File: src/rtl/tl45_fetch_queue_if.sv
// Prefetch/decode-facing signal bundle for the fetch queue.
// The master modport is the prefetch/decode side; the slave modport is the queue.
interface tl45_fetch_queue_if #(
  parameter int unsigned DEPTH = 4
);
  localparam int unsigned AW = $clog2(DEPTH);

  logic          i_pipe_flush;
  logic [31:0]   i_buf_pc;
  logic [31:0]   i_buf_inst;
  logic          o_pfetch_stall;
  logic          i_dec_stall;
  logic [31:0]   o_pc;
  logic [31:0]   o_inst;
  logic [AW:0]   o_count;

  modport master (
    output i_pipe_flush, i_buf_pc, i_buf_inst, i_dec_stall,
    input  o_pfetch_stall, o_pc, o_inst, o_count
  );

  modport slave (
    input  i_pipe_flush, i_buf_pc, i_buf_inst, i_dec_stall,
    output o_pfetch_stall, o_pc, o_inst, o_count
  );
endinterface

File: src/rtl/tl45_fetch_queue.sv
// Instruction queue between prefetch and decode: DEPTH-entry FIFO of {pc, inst} pairs.
// Zero instruction words are bubbles and never enqueued; flush empties the queue.
module tl45_fetch_queue #(
  parameter int unsigned DEPTH = 4
) (
  input logic               i_clk,
  input logic               i_reset,
  tl45_fetch_queue_if.slave bus
);
  localparam int unsigned AW = $clog2(DEPTH);
  localparam logic [AW:0] FullCount = (AW + 1)'(DEPTH);

  logic [AW-1:0] head_q, head_d;
  logic [AW-1:0] tail_q, tail_d;
  logic [AW:0]   count_q, count_d;
  logic [63:0]   mem_q [DEPTH];
  logic          push, pop;

  always_comb begin
    push    = (bus.i_buf_inst != 32'h0) && (count_q != FullCount) && !bus.i_pipe_flush;
    pop     = (count_q != '0) && !bus.i_dec_stall && !bus.i_pipe_flush;
    head_d  = head_q;
    tail_d  = tail_q;
    count_d = count_q;
    if (bus.i_pipe_flush) begin
      head_d  = '0;
      tail_d  = '0;
      count_d = '0;
    end else begin
      if (push) tail_d = tail_q + 1'b1;
      if (pop)  head_d = head_q + 1'b1;
      count_d = count_q + (AW + 1)'(push) - (AW + 1)'(pop);
    end
  end

  always_ff @(posedge i_clk or posedge i_reset) begin
    if (i_reset) begin
      head_q  <= '0;
      tail_q  <= '0;
      count_q <= '0;
    end else begin
      head_q  <= head_d;
      tail_q  <= tail_d;
      count_q <= count_d;
    end
  end

  // Storage needs no reset: outputs are gated by count.
  always_ff @(posedge i_clk) begin
    if (push) mem_q[tail_q] <= {bus.i_buf_pc, bus.i_buf_inst};
  end

  always_comb begin
    bus.o_pfetch_stall = (count_q == FullCount);
    bus.o_count        = count_q;
    if (count_q != '0) begin
      bus.o_pc   = mem_q[head_q][63:32];
      bus.o_inst = mem_q[head_q][31:0];
    end else begin
      bus.o_pc   = 32'h0;
      bus.o_inst = 32'h0;
    end
  end
endmodule

File: src/flat_wrapper.sv
// flat-port wrapper written by rule: the top's interface ports become plain ports
module tl45_fetch_queue_flat 
#(
  parameter int unsigned DEPTH = 4
)
  (i_clk, i_reset, bus_i_pipe_flush, bus_i_buf_pc, bus_i_buf_inst, bus_i_dec_stall, bus_o_pfetch_stall, bus_o_pc, bus_o_inst, bus_o_count);
  tl45_fetch_queue_if #(.DEPTH(DEPTH)) bus_i ();
  input logic i_clk;
  input logic i_reset;
  input wire logic [$bits(bus_i.i_pipe_flush)-1:0] bus_i_pipe_flush;
  input wire logic [$bits(bus_i.i_buf_pc)-1:0] bus_i_buf_pc;
  input wire logic [$bits(bus_i.i_buf_inst)-1:0] bus_i_buf_inst;
  input wire logic [$bits(bus_i.i_dec_stall)-1:0] bus_i_dec_stall;
  output wire logic [$bits(bus_i.o_pfetch_stall)-1:0] bus_o_pfetch_stall;
  output wire logic [$bits(bus_i.o_pc)-1:0] bus_o_pc;
  output wire logic [$bits(bus_i.o_inst)-1:0] bus_o_inst;
  output wire logic [$bits(bus_i.o_count)-1:0] bus_o_count;
  assign bus_i.i_pipe_flush = bus_i_pipe_flush;
  assign bus_i.i_buf_pc = bus_i_buf_pc;
  assign bus_i.i_buf_inst = bus_i_buf_inst;
  assign bus_i.i_dec_stall = bus_i_dec_stall;
  assign bus_o_pfetch_stall = bus_i.o_pfetch_stall;
  assign bus_o_pc = bus_i.o_pc;
  assign bus_o_inst = bus_i.o_inst;
  assign bus_o_count = bus_i.o_count;
  tl45_fetch_queue #(.DEPTH(DEPTH)) u_core (.i_clk(i_clk), .i_reset(i_reset), .bus(bus_i));
endmodule
File: config.mk
export PLATFORM = sky130hd
export DESIGN_NAME = tl45_fetch_queue_flat
export DESIGN_NICKNAME = d
export VERILOG_FILES = /design/src/rtl/tl45_fetch_queue_if.sv /design/src/rtl/tl45_fetch_queue.sv /design/src/flat_wrapper.sv
export SDC_FILE = /design/constraint.sdc
export NUM_CORES = 1
export LEC_CHECK = 0
export ABC_CLOCK_PERIOD_IN_PS = 13200
export BUFFER_PORTS_ARGS = -buffer_cell sky130_fd_sc_hd__buf_2
export CAP_MARGIN = 10
export CORE_MARGIN = 5
export CORE_UTILIZATION = 40
export CTS_CLUSTER_DIAMETER = 50
export DETAILED_ROUTE_END_ITERATION = 8
export SYNTH_ARGS = -nofsm -noshare
export SYNTH_HDL_FRONTEND = slang
export SYNTH_SLANG_ARGS = --single-unit
File: constraint.sdc
create_clock -name i_clk -period 13.2 [get_ports i_clk]
set_input_delay 3.96 -clock i_clk [delete_from_list [all_inputs] [get_ports i_clk]]
set_output_delay 3.96 -clock i_clk [all_outputs]
set_load 0.01 [all_outputs]
# --- Word-level counts from Yosys, hierarchy flattened ---
# Memories as Yosys holds them, arrays and structs flattened.
# Index checks and enable logic that the tools add are counted.
# Widths: inputs -> output; s select.
classes:
  n_addsub: 4
  n_eq_ne: 2
  mux: 9
  n_reduce_logical: 10
ops:
  columns: ["cell", "count"]
  rows:
  - ["$mux 32", 2]
  - ["$reduce_bool 32->1", 1]
  - ["$mux 2", 4]
  - ["$add 2x1->2 const B", 2]
  - ["$logic_and 1x1->1", 4]
  - ["$reduce_bool 2->1", 2]
  - ["$add 3x1->3", 1]
  - ["$eq 3x3->1 const B", 1]
  - ["$mux 3", 1]
  - ["$ne 3x3->1 const B", 1]
  - ["$reduce_bool 3->1", 1]
  - ["$sub 3x1->3", 1]
  - ["$logic_not 1->1", 2]
  - ["$mux 1", 2]
word_totals:
  ff_bits: 7
  mem_bits_rw: 256
  inputBits: 68
  output_inout_bits: 68
  memories: 1
mem_list:
  columns: ["name", "depth", "width", "read_ports", "rd_clocked_by_memory_dff", "wr", "line_no", "rtl"]
  rows:
  - ["u_core.mem_q", 4, 64, 1, 0, 1, "tl45_fetch_queue.sv:16", "logic [63:0] mem_q [DEPTH];"]

# --- Logic depth before layout (Yosys ltp) ---
logic_depth:
  word_depth: 6
  depth_mapped: 11
  ltp_nobuf: 10

# --- Least setup slack after synthesis ---
# No wires, ideal clock.
synth_path:
  path_kind: "input to register"
  from: "in bus_i_buf_inst[28]"
  to: "mem u_core.mem_q[0][0], enable pin"
  setup_time_ns: 0.578
  arrival_time_ns: 8.955
  required_ns: 12.622
  setup_slack_ns: 3.667
  cell_stages: 4
  path_buffers: 0
  path_cell_list: "nor4_1 nand4_1 o21bai_2 nor3b_1"
synth_via:
  elab_chain_cells: 5
synth_lines:
  columns: ["item", "line_no", "rtl"]
  rows:
  - ["from (decl)", "flat_wrapper.sv:12", "input wire logic [$bits(bus_i.i_buf_inst)-1:0] bus_i_buf_inst;"]
  - ["$reduce_bool 32->1", "tl45_fetch_queue.sv:20", "push = (bus.i_buf_inst != 32'h0) && (count_q != FullCount) && !bus.i_pipe_flush;"]
  - ["$logic_and 1x1->1 (2 in a row)", "tl45_fetch_queue.sv:20", null]
  - ["$mux 1", "tl45_fetch_queue.sv:50", "if (push) mem_q[tail_q] <= {bus.i_buf_pc, bus.i_buf_inst};"]
  - ["$mux 1 (not written as such)", "tl45_fetch_queue.sv:50", null]
  - ["to (decl)", "tl45_fetch_queue.sv:16", null]
# No other way between the ends.

# --- Final worst setup path ---
layout_path:
  from: "reg u_core.head_q[0]"
  to: "out bus_o_pc[0]"
layout_via:
  elab_chain_cells: 2
layout_lines:
  columns: ["item", "line_no", "rtl"]
  rows:
  - ["from (decl)", "tl45_fetch_queue.sv:13", "logic [AW-1:0] head_q, head_d;"]
  - ["from (signal assigned)", "tl45_fetch_queue.sv:38", "head_q <= '0;"]
  - ["from (signal assigned)", "tl45_fetch_queue.sv:42", "head_q <= head_d;"]
  - ["$mem_v2 4x64", null, null]
  - ["$mux 32", "tl45_fetch_queue.sv:56", "if (count_q != '0) begin"]
  - ["to (decl)", "flat_wrapper.sv:15", "output wire logic [$bits(bus_i.o_pc)-1:0] bus_o_pc;"]
# No other way between the ends.

==> reports/results.env <==
MAXCAPVIOLATIONS=0
DETAIL_ROUTE.WIRELENGTH_UM=20440
GRT_FIRST_PASS_WIRELENGTH_UM=31670
NFILLCELLS=2141
RSZ0062_AT_GRT='no'
TIMING_WORST_SLEW_PIN_VALUE_PS=1021
DRT-INITIAL-DRC-COUNT=317
CP.ARRIVAL_PS=3090
SYNTHDISTINCTLIBCELLS=26
CTS_RESIZED=0
CLOCKBUFFERDEPTH=3
NETLIST_TOP_CELLS_AREA='edfxtp_1 (75%), mux4_2 (14%), nor2b_1 (4.0%)'
CRIT_PATH_CELL_TRACE='buf_4 -> mux4_2 -> nor2b_1 -> buf_2'
PEAK_IR_DROP_ON_THE_VDD_NETWORK_V=0.0002045
FINAL_MIN_PERIOD_OVER_CLOCK_PERIOD_PCT=53.37
STATIC-LEAKAGE-POWER_nW=4.149
SYNTH_LARGEST_AREA_CELL='edfxtp_1'
ANTENNA_FOUND_INITIAL=1
ASYNC_SET_OR_RESET_REGISTER_RATIO_AFTER_SYNTHESIS_PCT=2.662
ROUTE.ANTENNA.REMAINING_NETS=0
CP_SLOWEST_CELL='dfrtp_4'
FIRST_GLOBAL_VIAS=5469
FLOORPLAN.ROWS=58
CLKLATENCYLATEPIN_PS=530
GRT_START_MAX_NET_PINS=69
CHIPHEIGHT_UM=169.6
EFFECTIVE_UTILIZATION_AT_FLOORPLAN_PCT=40.60
DIEAREA_UM2=28780
RRSETUPSLACK_PS=10280
SYNTH_ENABLE_FLOP_CELLS=256
GLOBAL_ROUTE.USAGE.TOTAL_PCT=14.29
SYNTHESIS.AREA_PER_INSTANCE_UM2=22.02
SLEW_VIOLATIONS=0
WHS_PS=614.1
CLOCK_TREE.ROOT_CELL='clkbuf_16'
POWER_PER_CELL_AREA_nW_PER_UM2=208.5
SYNTHTOLAYOUTAREAGROWTH_PCT=19.47
NETLIST.AREA_LEADER.SHARE_PCT=75.41
CTS-BUFFERS-INSERTED=29
CTS.HOLD.BUFFERS_ADDED=0
SYNTHESIS.AREA_UM2=10190
MIN_PATH_TYPE='reg2reg'
ROUTED_VIA_DENSITY=5.035
NUMCLOCKSINKS=263
FINALCRITICALPERIOD_PS=7045
FLOORPLAN.CORE_AREA_UM2=25110
LAYOUT_COMMON_CELLS='edfxtp_1 (256), buf_2 (135), nor2b_1 (65)'
ROUTE.DETAILED.DRC=0
PLACE.DETAILED.HPWL_UM=12270
IOS=136
CRITICAL_PATH.MAX_STAGE_DELAY_PS=830
FIN_WORST_SKEW_PS=9.378
SYNTH_TOP_FLOP_CELL='edfxtp_1'
CRITICAL_PATH.ENDPOINT_TYPE='output port'
WORSTSETUPPATHTYPE='reg2out'
SYNTHESIS.YOSYS.WARNINGS=0
PLACEMENT.IO_BUFFERS=135
SYNTHESIZED_INSTANCE_COUNT=463
VIAS=4884
FINAL_SETUP_TNS_PS=0
FINAL-HOLD-VIOLATION-COUNT=0
AVGROUTEDWIREPERCELL_UM=21.08
STATUS='finished, final reports clean'
DETAIL_ROUTE.FIRST_PASS.ITERATIONS=6
DIE_X_UM=169.6
FMAXACHIEVABLE_MHz=141.9
NETS=691
WORST_SLEW_MARGIN_REL_PCT=31.94
MOSTFREQUENTLAYOUTCELL='edfxtp_1'
HTREEDEPTH=1
FINAL_LAYOUT_SIZE_SUFFIX_GT1_SHARE_PCT=41.31
CLK_PIN_SLEW_PS=60
POSTSYNTHNETCOUNT=538
KIND_OF_LAUNCH_POINT_OF_THE_WORST_SETUP_PATH='flop'
SYNTH_SEQ_CELLS=263
TIMING.CRITICAL_PATH.REQUIRED_PS=9240
SEQ_AREA_FRAC_SYNTH_PCT=77.12
SETUP-VIOLATIONS-FINAL=0
GRT.OVERFLOW.TOTAL=0
TRITONCTS='built'
CTS_POST_SETUP_BUFFERS_INSERTED=0
CRIT_PATH_MAX_FANOUT=37
PLACE_CONGESTION=0.6928
==> where the power goes <==
group          internal [mW]  switching [mW]
clock                  0.444           0.312
combinational          0.294           0.351
sequential              1.07          0.0652
total                   1.81           0.727
==> flip-flops by register name, summed over array words and instances (netlist names) <==
name                cells
u_core.mem_q          256
u_core.head_q           2
u_core.tail_q           2
u_core.bus.o_count      3
==> layout make-up <==
cell class,instances,area (um2),share of cell area (%)
Sequential cell,263,7870,64.62
Multi-Input combinational cell,171,2202,18.08
Timing Repair Buffer,145,750.7,6.164
Clock buffer,32,737.0,6.051
Tap cell,330,412.9,3.390
Clock inverter,22,181.4,1.490
Inverter,6,22.52,0.1849
Antenna cell,1,2.502,0.02055
==> through the flow <==
step / total power [mW] / setup slack, ps / std cells / cell area, um2 / util (%)
6_report: 2.539 / 6155 / 970 / 12180 / 48.51
2_1_floorplan: 1.581 / 3667 / 463 / 10190 / -
3_5_place_dp: 1.828 / 6612 / 915 / 11260 / 44.84
4_1_cts: 2.591 / 6028 / 969 / 12180 / 48.50
5_1_grt: 2.680 / 5904 / 970 / 12180 / 48.51
3_3_place_gp: 1.806 / 6634 / 915 / 11260 / 44.84
==> cells in the mapped netlist (all sizes together), types with 2 or more instances <==
cell type	n
dfrtp	7
nand4	2
nand2b	2
xnor2	2
nor2b	65
edfxtp	256
buf	14
ha	6
nor3	2
mux4	64
nor3b	6
inv	6
nor2	6
nor4	8
clkbuf	9
==> metal layers <==
layer / wire [um] / global-route usage [%] / part of all wire (%)
met1: 8565 / 18.70 / 42
met2: 10540 / 24.81 / 52
met3: 958 / 2.725 / 4.7
met4: 377 / 3.605 / 1.8
met5: 0 / 0 / 0
==> kinds of logic (layout without fill, tap and decap cells) <==
kind of cell / after synthesis / after routing / share of synthesized area (%)
xor gates and xnor gates: 3 / 3 / 0.2578
DFF: 263 / 263 / 77.12
other: 0 / 1 / 0
AOI/OAI and AO/OA: 3 / 3 / 0.2085
and+or+nand+nor: 92 / 92 / 5.596
adders and majority gates: 7 / 7 / 0.9327
buffers and inverters: 29 / 205 / 1.534
muxes: 66 / 66 / 14.35
==> final timing paths <==
| check | from | end | cells past startpoint |
|---|---|---|---|
| max in group asynchronous | i_reset | u_core.head_q[0]$_DFFE_PP0P_ | 2 |
| min in group asynchronous | i_reset | u_core.tail_q[1]$_DFFE_PP0P_ | 2 |
| worst max register to register | u_core.bus.o_count[1]$_DFF_PP0_ | u_core.bus.o_count[2]$_DFF_PP0_ | 11 |
| worst min register to register | u_core.tail_q[1]$_DFFE_PP0P_ | u_core.tail_q[1]$_DFFE_PP0P_ | 2 |
| worst min-delay path | u_core.tail_q[1]$_DFFE_PP0P_ | u_core.tail_q[1]$_DFFE_PP0P_ | 2 |
| worst max-delay path | u_core.head_q[0]$_DFFE_PP0P_ | bus_o_pc[0] | 4 |
==> worst max-delay path, delay by kind of cell, from the launching register on <==
kind	cells	cell delay (ps)
buf+inv	2	880
flops	1	830
simple gates	1	160
mux	1	630
(Power assumes the default switching activity.)
